[src/rtl/fir_pkg.sv]
// Shared state type and arithmetic helpers for the time-multiplexed FIR core.
// FIR_SAT_EN selects a saturating output reduction; by default the reduction wraps.
package fir_pkg;

  typedef enum logic [1:0] {IDLE, MAC, OUT} fir_state_e;

  localparam int RED_W = 64;

  function automatic int acc_width(input int data_w, input int coef_w, input int taps);
    return data_w + coef_w + $clog2(taps);
  endfunction

  // Result is sign-extended to RED_W; the caller keeps the low out_w bits.
  function automatic logic signed [RED_W-1:0] reduce_out(input logic signed [RED_W-1:0] v,
                                                         input int out_w);
`ifdef FIR_SAT_EN
    logic signed [RED_W-1:0] hi;
    logic signed [RED_W-1:0] lo;
    hi = (64'sd1 <<< (out_w - 1)) - 64'sd1;
    lo = -hi - 64'sd1;
    if (v > hi) return hi;
    else if (v < lo) return lo;
    else return v;
`else
    return (v <<< (RED_W - out_w)) >>> (RED_W - out_w);
`endif
  endfunction

endpackage

[src/rtl/fir_mac.sv]
// Single shared signed multiply-accumulate; clr has priority over en.
module fir_mac #(
  parameter int DATA_W = 8,
  parameter int COEF_W = 8,
  parameter int ACC_W  = 19
) (
  input  logic                     clk,
  input  logic                     rst_n,
  input  logic                     clr_i,
  input  logic                     en_i,
  input  logic signed [DATA_W-1:0] x_i,
  input  logic signed [COEF_W-1:0] c_i,
  output logic signed [ACC_W-1:0]  acc_o
);

  logic signed [DATA_W+COEF_W-1:0] prod;
  logic signed [ACC_W-1:0]         acc_q;
  logic signed [ACC_W-1:0]         acc_d;

  assign prod = x_i * c_i;

  always_comb begin
    acc_d = acc_q;
    if (clr_i) acc_d = '0;
    else if (en_i) acc_d = acc_q + ACC_W'(prod);
  end

  always_ff @(posedge clk or negedge rst_n) begin
    if (!rst_n) acc_q <= '0;
    else acc_q <= acc_d;
  end

  assign acc_o = acc_q;

endmodule

[src/rtl/fir_core_tdm.sv]
// Time-multiplexed FIR core: one MAC reused over TAPS cycles per sample.
// Output reduction saturates when FIR_SAT_EN is defined, otherwise wraps.
//   IDLE | accept coefficient loads or a new sample
//   MAC  | one product per cycle, idx 0..TAPS-1
//   OUT  | result held on m_tdata until m_tready
module fir_core_tdm
  import fir_pkg::*;
#(
  parameter int DATA_W = 8,
  parameter int COEF_W = 8,
  parameter int TAPS   = 8,
  parameter int OUT_W  = 11,
  parameter int SHIFT  = 0
) (
  input  logic              clk,
  input  logic              rst_n,
  input  logic [DATA_W-1:0] s_tdata,
  input  logic              s_tvalid,
  input  logic              s_coef_load,
  output logic              s_tready,
  output logic [OUT_W-1:0]  m_tdata,
  output logic              m_tvalid,
  input  logic              m_tready,
  output logic              busy
);

  localparam int ACC_W = acc_width(DATA_W, COEF_W, TAPS);
  localparam int IDX_W = $clog2(TAPS);

  fir_state_e               state_q;
  logic [IDX_W-1:0]         idx_q;
  logic signed [DATA_W-1:0] x_q    [TAPS];
  logic signed [COEF_W-1:0] coef_q [TAPS];
  logic                     m_tvalid_q;
  logic [OUT_W-1:0]         m_tdata_q;
  logic                     busy_q;
  logic signed [ACC_W-1:0]  acc;
  logic signed [ACC_W-1:0]  acc_sh;
  logic                     coef_fire;
  logic                     samp_fire;

  assign s_tready  = (state_q == IDLE);
  assign coef_fire = s_tvalid & s_tready & s_coef_load;
  assign samp_fire = s_tvalid & s_tready & ~s_coef_load;
  assign acc_sh    = acc >>> SHIFT;

  fir_mac #(
    .DATA_W (DATA_W),
    .COEF_W (COEF_W),
    .ACC_W  (ACC_W)
  ) u_mac (
    .clk   (clk),
    .rst_n (rst_n),
    .clr_i (samp_fire),
    .en_i  (state_q == MAC),
    .x_i   (x_q[idx_q]),
    .c_i   (coef_q[idx_q]),
    .acc_o (acc)
  );

  always_ff @(posedge clk or negedge rst_n) begin
    if (!rst_n) begin
      for (int k = 0; k < TAPS; k++) begin
        x_q[k]    <= '0;
        coef_q[k] <= '0;
      end
    end else begin
      if (coef_fire) begin
        for (int k = TAPS - 1; k > 0; k--) coef_q[k] <= coef_q[k-1];
        coef_q[0] <= s_tdata[COEF_W-1:0];
      end
      if (samp_fire) begin
        for (int k = TAPS - 1; k > 0; k--) x_q[k] <= x_q[k-1];
        x_q[0] <= s_tdata;
      end
    end
  end

  always_ff @(posedge clk or negedge rst_n) begin
    if (!rst_n) begin
      state_q    <= IDLE;
      idx_q      <= '0;
      m_tvalid_q <= 1'b0;
      m_tdata_q  <= '0;
      busy_q     <= 1'b0;
    end else begin
      case (state_q)
        IDLE: begin
          if (samp_fire) begin
            idx_q   <= '0;
            busy_q  <= 1'b1;
            state_q <= MAC;
          end
        end
        MAC: begin
          // idx stops at TAPS-1; it is rewound only when the next sample arrives
          if (idx_q == IDX_W'(TAPS - 1)) state_q <= OUT;
          else idx_q <= idx_q + IDX_W'(1);
        end
        OUT: begin
          if (!m_tvalid_q) begin
            m_tdata_q  <= OUT_W'(reduce_out(RED_W'(acc_sh), OUT_W));
            m_tvalid_q <= 1'b1;
          end else if (m_tready) begin
            m_tvalid_q <= 1'b0;
            busy_q     <= 1'b0;
            state_q    <= IDLE;
          end
        end
        default: state_q <= IDLE;
      endcase
    end
  end

  assign m_tdata  = m_tdata_q;
  assign m_tvalid = m_tvalid_q;
  assign busy     = busy_q;

endmodule

[config.mk]
export PLATFORM = sky130hd
export DESIGN_NAME = fir_core_tdm
export DESIGN_NICKNAME = d
export VERILOG_FILES = /design/src/rtl/fir_pkg.sv /design/src/rtl/fir_mac.sv /design/src/rtl/fir_core_tdm.sv
export SDC_FILE = /design/constraint.sdc
export NUM_CORES = 1
export LEC_CHECK = 0
export CAP_MARGIN = 0
export CORE_ASPECT_RATIO = 1.2
export CORE_MARGIN = 5
export CORE_UTILIZATION = 46
export CTS_CLUSTER_SIZE = 20
export DETAILED_ROUTE_END_ITERATION = 8
export SYNTH_ARGS = -nofsm -noshare
export SYNTH_HDL_FRONTEND = slang
export SYNTH_SLANG_ARGS = --single-unit
[constraint.sdc]
create_clock -name clk -period 17.2 [get_ports clk]
set_input_delay 3.44 -clock clk [delete_from_list [all_inputs] [get_ports clk]]
set_output_delay 3.44 -clock clk [all_outputs]
set_load 0.02 [all_outputs]
==> metrics.log, run 1 <==
INFO  metric ant_nets = 0
INFO  metric worst-slew-pin-transition = 1.03 ns
INFO  metric hold_path.class = reg2reg
INFO  metric clock_latency = 0.42 ns
INFO  metric starting_density_of_the_core = 46.5%
INFO  metric detail_route.vias_per_cell = 5.27
INFO  metric vias = 4860
INFO  metric grt_antenna_before_repair = 0
INFO  metric synth_cell_types = 39
INFO  metric run_status = completed
INFO  metric syn_inst = 630
INFO  metric rsz0062_at_grt = false
INFO  metric cts.hold.buffers_added = 0
INFO  metric post_synth_and_or_nand_nor_area_fraction = 4.77%
INFO  metric fmaxAchievable = 159 MHz
INFO  metric path_class = reg2reg
INFO  metric clock_transition_at_the_registers_of_the_reported_paths = 0.06 ns
INFO  metric floorplan.die_area = 21800 um2
INFO  metric post-synth-top-area-cell = sky130_fd_sc_hd__dfrtp_1
INFO  metric synth_top_family_by_area = multiplexers
INFO  metric tritoncts_clock_tree = yes
INFO  metric report.final.hold_viol_count = 0
INFO  metric seq_area_frac_synth = 45.0%
INFO  metric ys_ff_latch = 157
INFO  metric crit_start = idx_q[0]
INFO  metric finalWirelength = 15400 um
INFO  metric ys_dominant_reg_cell = sky130_fd_sc_hd__dfrtp_1
INFO  metric h-tree-depth = 4
INFO  metric leading_cell_type_in_the_layout_fill_and_taps_excluded = sky130_fd_sc_hd__dfrtp_1
INFO  metric grt.total_usage = 15.9%
INFO  metric syn-cell-area = 8730 um2
INFO  metric drc = 0
INFO  metric fin_worst_skew = 0.00659 ns
INFO  metric antennaDiodeCount = 0
INFO  metric gp_routability_congestion = 0.826
INFO  metric synthMuxAreaShare = 29.3%
INFO  metric syn_area_per_cell = 13.9 um2
INFO  metric grt_max_degree = 83
INFO  metric ffs_w_async_s_r_synth = 100%
INFO  metric port-buffer-count = 26
INFO  metric placedCellCount = 890
INFO  metric detailedPlacementHpwl = 10700 um
INFO  metric cts-resized-gates = 0
INFO  metric stdcell_count = 922
INFO  metric fin_nets = 734
INFO  metric period_needed = 6.31 ns
INFO  metric syn_nets = 711
INFO  metric setup_bufs_post_cts = 0
INFO  metric max-clock-path-buffers = 2
INFO  metric detail_route.iter0.violations = 168
INFO  metric core_region_area = 18800 um2
INFO  metric final.setup.tns = 0 ns
INFO  metric post-route-period-util = 36.7%
INFO  metric flow.area_growth_from_synthesis = 12.0%
INFO  metric wire_length_of_the_first_global_routing_pass = 27600 um
INFO  metric cts.sinks = 157
INFO  metric cts-root-buf = sky130_fd_sc_hd__clkbuf_16
INFO  metric numCtsBuffers = 17
INFO  metric cp_max_fo = 34
INFO  metric cp_data_required_time = 17.45 ns
INFO  metric netlist_top_cells_area = sky130_fd_sc_hd__dfrtp_1 (45%), sky130_fd_sc_hd__mux2_2 (19%), sky130_fd_sc_hd__fa_1 (9.2%)
INFO  metric worst_slew_margin_relative_to_its_limit = 31.4%
INFO  metric yosysWarningCount = 0
INFO  metric via_count_of_the_first_global_routing_pass = 5490
INFO  metric critPathCaptureType = register
INFO  metric cp_arrival = 6.56 ns
INFO  metric maximum_capacitance_violations = 0
INFO  metric globalRouteOverflowTotal = 0
INFO  metric worstReg2RegStart = idx_q[0]
INFO  metric most-common-layout-cells = sky130_fd_sc_hd__dfrtp_1 (156), sky130_fd_sc_hd__mux2_2 (144), sky130_fd_sc_hd__inv_1 (50)
INFO  metric synth_xor_xnor_area_share = 1.96%
INFO  metric ioPinCount = 27
INFO  metric synth_adder_area_share = 13.2%
INFO  metric final_max_slew_viol_count = 0
INFO  metric synth_top_area_share = 45.0%
INFO  metric drive_gt1_share = 33.2%
INFO  metric placementRows = 55
INFO  metric hp-start = m_tdata[4]
INFO  metric timing.critical_path.from_type = register
INFO  metric synth_area_in_compound_gates = 1.76%
INFO  metric die_y = 161 um
INFO  metric synth_edf_count = 0
INFO  metric finalSetupViolations = 0
INFO  metric wl_per_cell = 16.7 um
INFO  metric pre_antenna_drt_iters = 4
INFO  metric die_x = 136 um
sequential cells by signal, indices dropped and copies added, names as in the netlist:
signal / count
busy: 1
coef_q: 64
idx_q: 3
m_tdata: 11
m_tvalid: 1
state_q: 2
u_mac.acc_o: 11
x_q: 64
per-layer routing:
metal | track usage (%) | share of wire, %
met5 | 0 | 0
met2 | 26.8 | 51
met1 | 20.7 | 45
met4 | 5.00 | 1.6
met3 | 3.16 | 2.3
per-stage QoR:
step | util [%] | setup slack [ns] | hold WS, ns | instance area (um2)
2_1_floorplan | - | 11.18 | 0.472 | 8730
3_3_place_gp | 49.1 | 10.96 | 0.479 | 9220
3_5_place_dp | 49.1 | 10.81 | 0.490 | 9220
4_1_cts | 52.1 | 10.82 | 0.510 | 9780
5_1_grt | 52.1 | 10.50 | 0.520 | 9780
6_report | 52.1 | 10.89 | 0.505 | 9780
synth_stat cells (all sizes together) (7+ instances only):
master,instances
clkbuf,17
ha,28
mux4,32
mux2i,12
fa,40
dfrtp,157
nand2b,7
mux2,144
inv,54
buf,11
nand2,32
nor2,33
xnor2,13
or2,7
cell type report:
cell class / count / area, um2
flip-flops and latches: 157 / 3930
repair buffers: 32 / 307
fillers: 1587 / 9000
clock buffers: 17 / 425
well taps: 256 / 320
inverters: 54 / 203
clock inverters: 15 / 140
multi-input cells: 391 / 4460
kinds of logic (layout without fill, tap and decap cells):
logic type	count (synthesis)	count (layout)
xor gates and xnor gates	18	18
AOI/OAI and AO/OA	24	24
muxes	188	188
and+or+nand+nor	93	93
DFF	157	157
adders and majority gates	68	68
buffers and inverters	82	118
path summary, 6_finish.rpt:
check	to	cells after the start	slack [ns]
min in group asynchronous	x_q[39]	1	3.04
max reg2reg	u_mac.acc_o[10]	18	10.89
max	u_mac.acc_o[10]	18	10.89
min reg2reg	m_tdata[4]	1	0.50
min	m_tdata[4]	1	0.50
max in group asynchronous	idx_q[0]	2	12.61
worst max-delay path, cell delays in order, from the launching register on:
cell and delay [ns]:
sky130_fd_sc_hd__dfrtp_2 0.34, sky130_fd_sc_hd__buf_4 0.52, sky130_fd_sc_hd__mux4_2 0.59, sky130_fd_sc_hd__mux2i_1 0.53
sky130_fd_sc_hd__nand2_1 0.18, sky130_fd_sc_hd__fa_1 0.54, sky130_fd_sc_hd__fa_1 0.55, sky130_fd_sc_hd__inv_1 0.05
sky130_fd_sc_hd__fa_1 0.50, sky130_fd_sc_hd__fa_1 0.57, sky130_fd_sc_hd__fa_1 0.42, sky130_fd_sc_hd__ha_1 0.34
sky130_fd_sc_hd__o21a_1 0.20, sky130_fd_sc_hd__o31ai_1 0.08, sky130_fd_sc_hd__a21oi_1 0.14, sky130_fd_sc_hd__xnor2_1 0.20
sky130_fd_sc_hd__xnor2_1 0.16, sky130_fd_sc_hd__xnor2_1 0.14, sky130_fd_sc_hd__o22ai_1 0.09
Power of run 1 is left out: the tool's default activity adds up to more than one toggle a clock period on the data nets, which glitch-free logic cannot reach.
==> run 2, diff against run 1 <==
==> constraint.sdc (replaced) <==
create_clock -name clk -period 5.4 [get_ports clk]
set_input_delay 1.08 -clock clk [delete_from_list [all_inputs] [get_ports clk]]
set_output_delay 1.08 -clock clk [all_outputs]
set_load 0.02 [all_outputs]
==> metrics.log, run 2 (same netlist as run 1, synthesis figures left out) <==
INFO  metric grt_antenna_before_repair = 0
INFO  metric fmaxAchievable = 183 MHz
INFO  metric timing.critical_path.mode_cell = sky130_fd_sc_hd__fa_1
INFO  metric min_path_cells = 1
INFO  metric post-route-period-util = 101%
INFO  metric drive_gt1_share = 39.4%
INFO  metric drc = 0
INFO  metric critPathTopFamily = adder cells
INFO  metric worstReg2RegEnd = u_mac.acc_o[10]
INFO  metric maximum_capacitance_violations = 0
INFO  metric worstReg2RegStart = idx_q[0]
INFO  metric worst-slew-pin-transition = 1.07 ns
INFO  metric vias = 4944
INFO  metric ioPinCount = 27
INFO  metric worst_slew_margin_relative_to_its_limit = 29.0%
INFO  metric wl_per_cell = 16.8 um
INFO  metric globalRouteOverflowTotal = 0
INFO  metric tritoncts_clock_tree = yes
INFO  metric critical_path_cell_count = 19
INFO  metric reg.largest.list = coef_q (64), x_q (64)
INFO  metric rsz0062_at_grt = true
INFO  metric most-common-layout-cells = sky130_fd_sc_hd__dfrtp_1 (156), sky130_fd_sc_hd__mux2_2 (142), sky130_fd_sc_hd__inv_1 (50)
INFO  metric final.setup.tns = -0.0511 ns
INFO  metric placementRows = 55
INFO  metric finalWirelength = 16300 um
INFO  metric antennaDiodeCount = 0
INFO  metric pre_antenna_drt_iters = 4
INFO  metric failed_checks = negative setup slack
INFO  metric detailedPlacementHpwl = 12100 um
INFO  metric grt_util_met2 = 29.0%
INFO  metric critical_path.slowest_cell = sky130_fd_sc_hd__mux4_2
INFO  metric fin_worst_skew = 0.00852 ns
INFO  metric cp_data_required_time = 5.68 ns
INFO  metric leading_cell_type_in_the_layout_fill_and_taps_excluded = sky130_fd_sc_hd__dfrtp_1
INFO  metric flow.area_growth_from_synthesis = 17.9%
INFO  metric n_fill_cell = 1531
INFO  metric cts-root-buf = sky130_fd_sc_hd__clkbuf_16
INFO  metric starting_density_of_the_core = 46.5%
INFO  metric cp_slowest_stage_delay = 0.54 ns
INFO  metric max-clock-path-buffers = 2
INFO  metric wire_length_of_the_first_global_routing_pass = 28500 um
INFO  metric critPathCaptureType = register
INFO  metric finalSetupViolations = 1
INFO  metric pre_cts_slack = -0.0954 ns
INFO  metric timing.hold.worst_endpoint = busy
INFO  metric finalWorstSetupSlack = -0.0511 ns
INFO  metric core_region_area = 18800 um2
INFO  metric detail_route.vias_per_cell = 5.10
INFO  metric floorplan.die_area = 21800 um2
INFO  metric timing.critical_path.from_type = register
INFO  metric cp_arrival = 5.73 ns
INFO  metric final_max_slew_viol_count = 0
INFO  metric critical_path.n_buffers_inverters = 3
INFO  metric die_x = 136 um
INFO  metric gp_routability_congestion = 0.873
INFO  metric ant_nets = 0
INFO  metric crit_start = idx_q[0]
INFO  metric worstPathCellList = buf_12, mux4_2, mux2i_4, buf_4, inv_2, nor2_1, fa_1, fa_1, fa_1, fa_1, ha_1, ha_1, o21a_1, o31ai_2, a21oi_1, xnor2_1, xnor2_1, xnor2_1, o22ai_1
INFO  metric hold_path.class = reg2reg
INFO  metric grt.total_usage = 16.5%
INFO  metric grt_max_degree = 89
INFO  metric port-buffer-count = 26
INFO  metric clock_transition_at_the_registers_of_the_reported_paths = 0.06 ns
INFO  metric global_route.usage.met1 = 20.7%
INFO  metric cts.sinks = 157
INFO  metric report.final.hold_viol_count = 0
INFO  metric path_class = reg2reg
INFO  metric rr_worst_depth = 19
INFO  metric h-tree-depth = 4
INFO  metric detail_route.iter0.violations = 162
INFO  metric cts.hold.buffers_added = 0
INFO  metric cp_max_fo = 13
INFO  metric run_status = finished with violations
INFO  metric period_needed = 5.45 ns
INFO  metric met3_usage = 3.51%
INFO  metric numCtsBuffers = 17
INFO  metric via_count_of_the_first_global_routing_pass = 5549
INFO  metric hp-start = busy
INFO  metric fin_nets = 781
INFO  metric rrSetupSlack = -0.05 ns
INFO  metric global_route.peak_usage_layer = met2
INFO  metric die_y = 161 um
INFO  metric clock_latency = 0.42 ns
-- run 2: changes by cell type in the layout (fill, tap and decap cells not counted), moves of 3 or more --
cell,previous run,this run
sky130_fd_sc_hd__buf_12,0,4
sky130_fd_sc_hd__buf_4,6,47
sky130_fd_sc_hd__clkbuf_8,0,3
sky130_fd_sc_hd__mux2i_1,6,1
sky130_fd_sc_hd__mux2i_4,5,8
sky130_fd_sc_hd__mux4_1,7,3
sky130_fd_sc_hd__mux4_2,25,29
-- run 2: worst max-delay path by stage --
stage,slack [ns],to
global route,-0.33,u_mac.acc_o[10]
finish,-0.05,u_mac.acc_o[10]
floorplan,-0.1,u_mac.acc_o[10]
CTS,-0.07,u_mac.acc_o[10]
detailed placement,-0.1,u_mac.acc_o[10]
global placement,-0.04,u_mac.acc_o[10]
-- run 2: area by class of cell --
cell class                      count  area (um2)  area share, %
Sequential cell                   157        3930           38.2
Timing Repair Buffer               79         717           6.97
Tap cell                          256         320           3.11
Clock inverter                     11         131           1.28
Multi-Input combinational cell    391        4520           43.9
Clock buffer                       21         470           4.57
Inverter                           54         205           1.99
-- run 2: timing repair --
action	in CTS	in global routing
hold endpoints to repair	0	0
resized for setup	7	5
endpoints found under the setup margin	1	2
buffers inserted	2	1
pin swaps	1	1
-- run 2: metrics by stage --
step	hold slack, ns	instances	utilization (%)	cell area [um2]
after global placement	0.474	934	51.4	9650
after CTS	0.506	968	54.7	10300
final	0.497	969	54.8	10300
after floorplan	0.472	630	-	8810
after detailed placement	0.492	934	51.4	9650
after global routing	0.511	969	54.8	10300
-- run 2: routing by layer --
layer  part of all wire (%)  up-vias
li1                       -     2312
met1                     43     2570
met2                     53       49
met3                    2.5       13
met4                    1.2        0
met5                      0        -
Power of run 2 is left out for the same reason.
==> run 3, diff against run 2 <==
--- a/config.mk
+++ b/config.mk
@@ -11,6 +11,8 @@
 export CORE_UTILIZATION = 46
 export CTS_CLUSTER_SIZE = 20
 export DETAILED_ROUTE_END_ITERATION = 8
+export SLEW_MARGIN = 20
 export SYNTH_ARGS = -nofsm -noshare
 export SYNTH_HDL_FRONTEND = slang
 export SYNTH_SLANG_ARGS = --single-unit
+export TNS_END_PERCENT = 1
==> metrics.log, run 3 (same netlist as run 1, synthesis figures left out) <==
INFO  metric report.final.hold_viol_count = 0
INFO  metric most-common-layout-cells = sky130_fd_sc_hd__dfrtp_1 (156), sky130_fd_sc_hd__mux2_2 (142), sky130_fd_sc_hd__inv_1 (50)
INFO  metric finalWorstSetupSlack = -0.0640 ns
INFO  metric maximum_capacitance_violations = 0
INFO  metric vias = 4954
INFO  metric ioPinCount = 27
INFO  metric wire_length_of_the_first_global_routing_pass = 28500 um
INFO  metric drive_gt1_share = 39.3%
INFO  metric fin_nets = 781
INFO  metric core_region_area = 18800 um2
INFO  metric grt_antenna_before_repair = 0
INFO  metric cts-root-buf = sky130_fd_sc_hd__clkbuf_16
INFO  metric ant_nets = 0
INFO  metric pre_antenna_drt_iters = 4
INFO  metric placementRows = 55
INFO  metric antennaDiodeCount = 0
INFO  metric die_x = 136 um
INFO  metric reg.largest.list = coef_q (64), x_q (64)
INFO  metric fin_worst_skew = 0.00853 ns
INFO  metric cp_max_fo = 13
INFO  metric worst_slew_margin_relative_to_its_limit = 29.0%
INFO  metric numCtsBuffers = 17
INFO  metric pre_cts_slack = -0.0954 ns
INFO  metric n_fill_cell = 1530
INFO  metric cts.sinks = 157
INFO  metric gp_routability_congestion = 0.873
INFO  metric hold_path.class = reg2reg
INFO  metric h-tree-depth = 4
INFO  metric multi_input_comb_area = 4510 um2
INFO  metric grt_max_degree = 89
INFO  metric detail_route.vias_per_cell = 5.11
INFO  metric sequential_cell_area = 3930 um2
INFO  metric finalWirelength = 16300 um
INFO  metric failed_checks = negative setup slack
INFO  metric timing.critical_path.from_type = register
INFO  metric post-route-period-util = 101%
INFO  metric run_status = finished with violations
INFO  metric wl_per_cell = 16.8 um
INFO  metric floorplan.die_area = 21800 um2
INFO  metric cp_data_required_time = 5.68 ns
INFO  metric detailedPlacementHpwl = 12100 um
INFO  metric tritoncts_clock_tree = yes
INFO  metric path_class = reg2reg
INFO  metric critPathCaptureType = register
INFO  metric final_max_slew_viol_count = 0
INFO  metric rsz0062_at_grt = true
INFO  metric die_y = 161 um
INFO  metric clock_transition_at_the_registers_of_the_reported_paths = 0.06 ns
INFO  metric port-buffer-count = 26
INFO  metric globalRouteOverflowTotal = 0
INFO  metric fmaxAchievable = 183 MHz
INFO  metric finalSetupViolations = 1
INFO  metric cp_arrival = 5.74 ns
INFO  metric starting_density_of_the_core = 46.5%
INFO  metric grt.total_usage = 16.5%
INFO  metric max-clock-path-buffers = 2
INFO  metric worst-slew-pin-transition = 1.06 ns
INFO  metric leading_cell_type_in_the_layout_fill_and_taps_excluded = sky130_fd_sc_hd__dfrtp_1
INFO  metric hold-worst-slack = 0.497 ns
INFO  metric clock_latency = 0.42 ns
INFO  metric via_count_of_the_first_global_routing_pass = 5549
INFO  metric detail_route.iter0.violations = 171
INFO  metric flow.area_growth_from_synthesis = 17.8%
INFO  metric drc = 0
INFO  metric period_needed = 5.46 ns
## run 3: changes by cell type in the layout (fill, tap and decap cells not counted)
| cell | change |
|---|---|
| sky130_fd_sc_hd__a21oi_1 | +1 |
| sky130_fd_sc_hd__a21oi_2 | -1 |
## run 3: path summary, 6_finish.rpt
| path | start | end | slack, ns | cells past startpoint |
|---|---|---|---|---|
| max | idx_q[0] | u_mac.acc_o[10] | -0.06 | 19 |
| min | busy | busy | 0.50 | 1 |
| max reg2reg | idx_q[0] | u_mac.acc_o[10] | -0.06 | 19 |
| min reg2reg | busy | busy | 0.50 | 1 |
| max in group asynchronous | rst_n | x_q[50] | 3.69 | 2 |
| min in group asynchronous | rst_n | m_tdata[3] | 0.71 | 1 |
## run 3: stage by stage
step	instance area, um2	std cells	setup TNS (ns)	utilization [%]
after CTS	10300	968	-0.0684	54.7
after detailed placement	9650	934	-0.0954	51.4
after floorplan	8810	630	-0.0961	-
after global placement	9650	934	-0.0381	51.4
after global routing	10300	969	-0.446	54.8
final	10300	969	-0.0640	54.8
## run 3: cell type report
class | instances | area share [%]
clock buffer | 21 | 4.57
clock inverter | 11 | 1.28
inverter | 54 | 1.99
multi-input combinational | 391 | 43.9
sequential | 157 | 38.2
tap | 256 | 3.11
timing repair buffer | 79 | 6.97
## run 3: critical path: stages (launching register included)
cell,delay (ns)
sky130_fd_sc_hd__dfrtp_2,0.44
sky130_fd_sc_hd__buf_12,0.18
sky130_fd_sc_hd__mux4_2,0.54
sky130_fd_sc_hd__mux2i_4,0.25
sky130_fd_sc_hd__buf_4,0.17
sky130_fd_sc_hd__inv_2,0.04
sky130_fd_sc_hd__nor2_1,0.12
sky130_fd_sc_hd__fa_1,0.47
sky130_fd_sc_hd__fa_1,0.53
sky130_fd_sc_hd__fa_1,0.53
sky130_fd_sc_hd__fa_1,0.49
sky130_fd_sc_hd__ha_1,0.31
sky130_fd_sc_hd__ha_1,0.31
sky130_fd_sc_hd__o21a_1,0.14
sky130_fd_sc_hd__o31ai_2,0.07
sky130_fd_sc_hd__a21oi_1,0.19
sky130_fd_sc_hd__xnor2_1,0.16
sky130_fd_sc_hd__xnor2_1,0.15
sky130_fd_sc_hd__xnor2_1,0.14
sky130_fd_sc_hd__o22ai_1,0.09
## run 3: timing repair
| action | 4_1_cts | 5_1_grt |
|---|---|---|
| gates cloned | 0 | 0 |
| pin swaps | 1 | 0 |
| gates resized for setup | 7 | 4 |
| hold buffers | 0 | 0 |
| setup buffers | 2 | 1 |
| setup endpoints to repair | 1 | 2 |
## run 3: layer usage
layer | up-vias | global-route usage [%] | part of all wire (%)
li1 | 2312 | - | -
met1 | 2578 | 20.7 | 43
met2 | 51 | 29.0 | 53
met3 | 13 | 3.51 | 2.5
met4 | 0 | 4.26 | 1.2
met5 | - | 0 | 0
Power of run 3 is left out for the same reason.
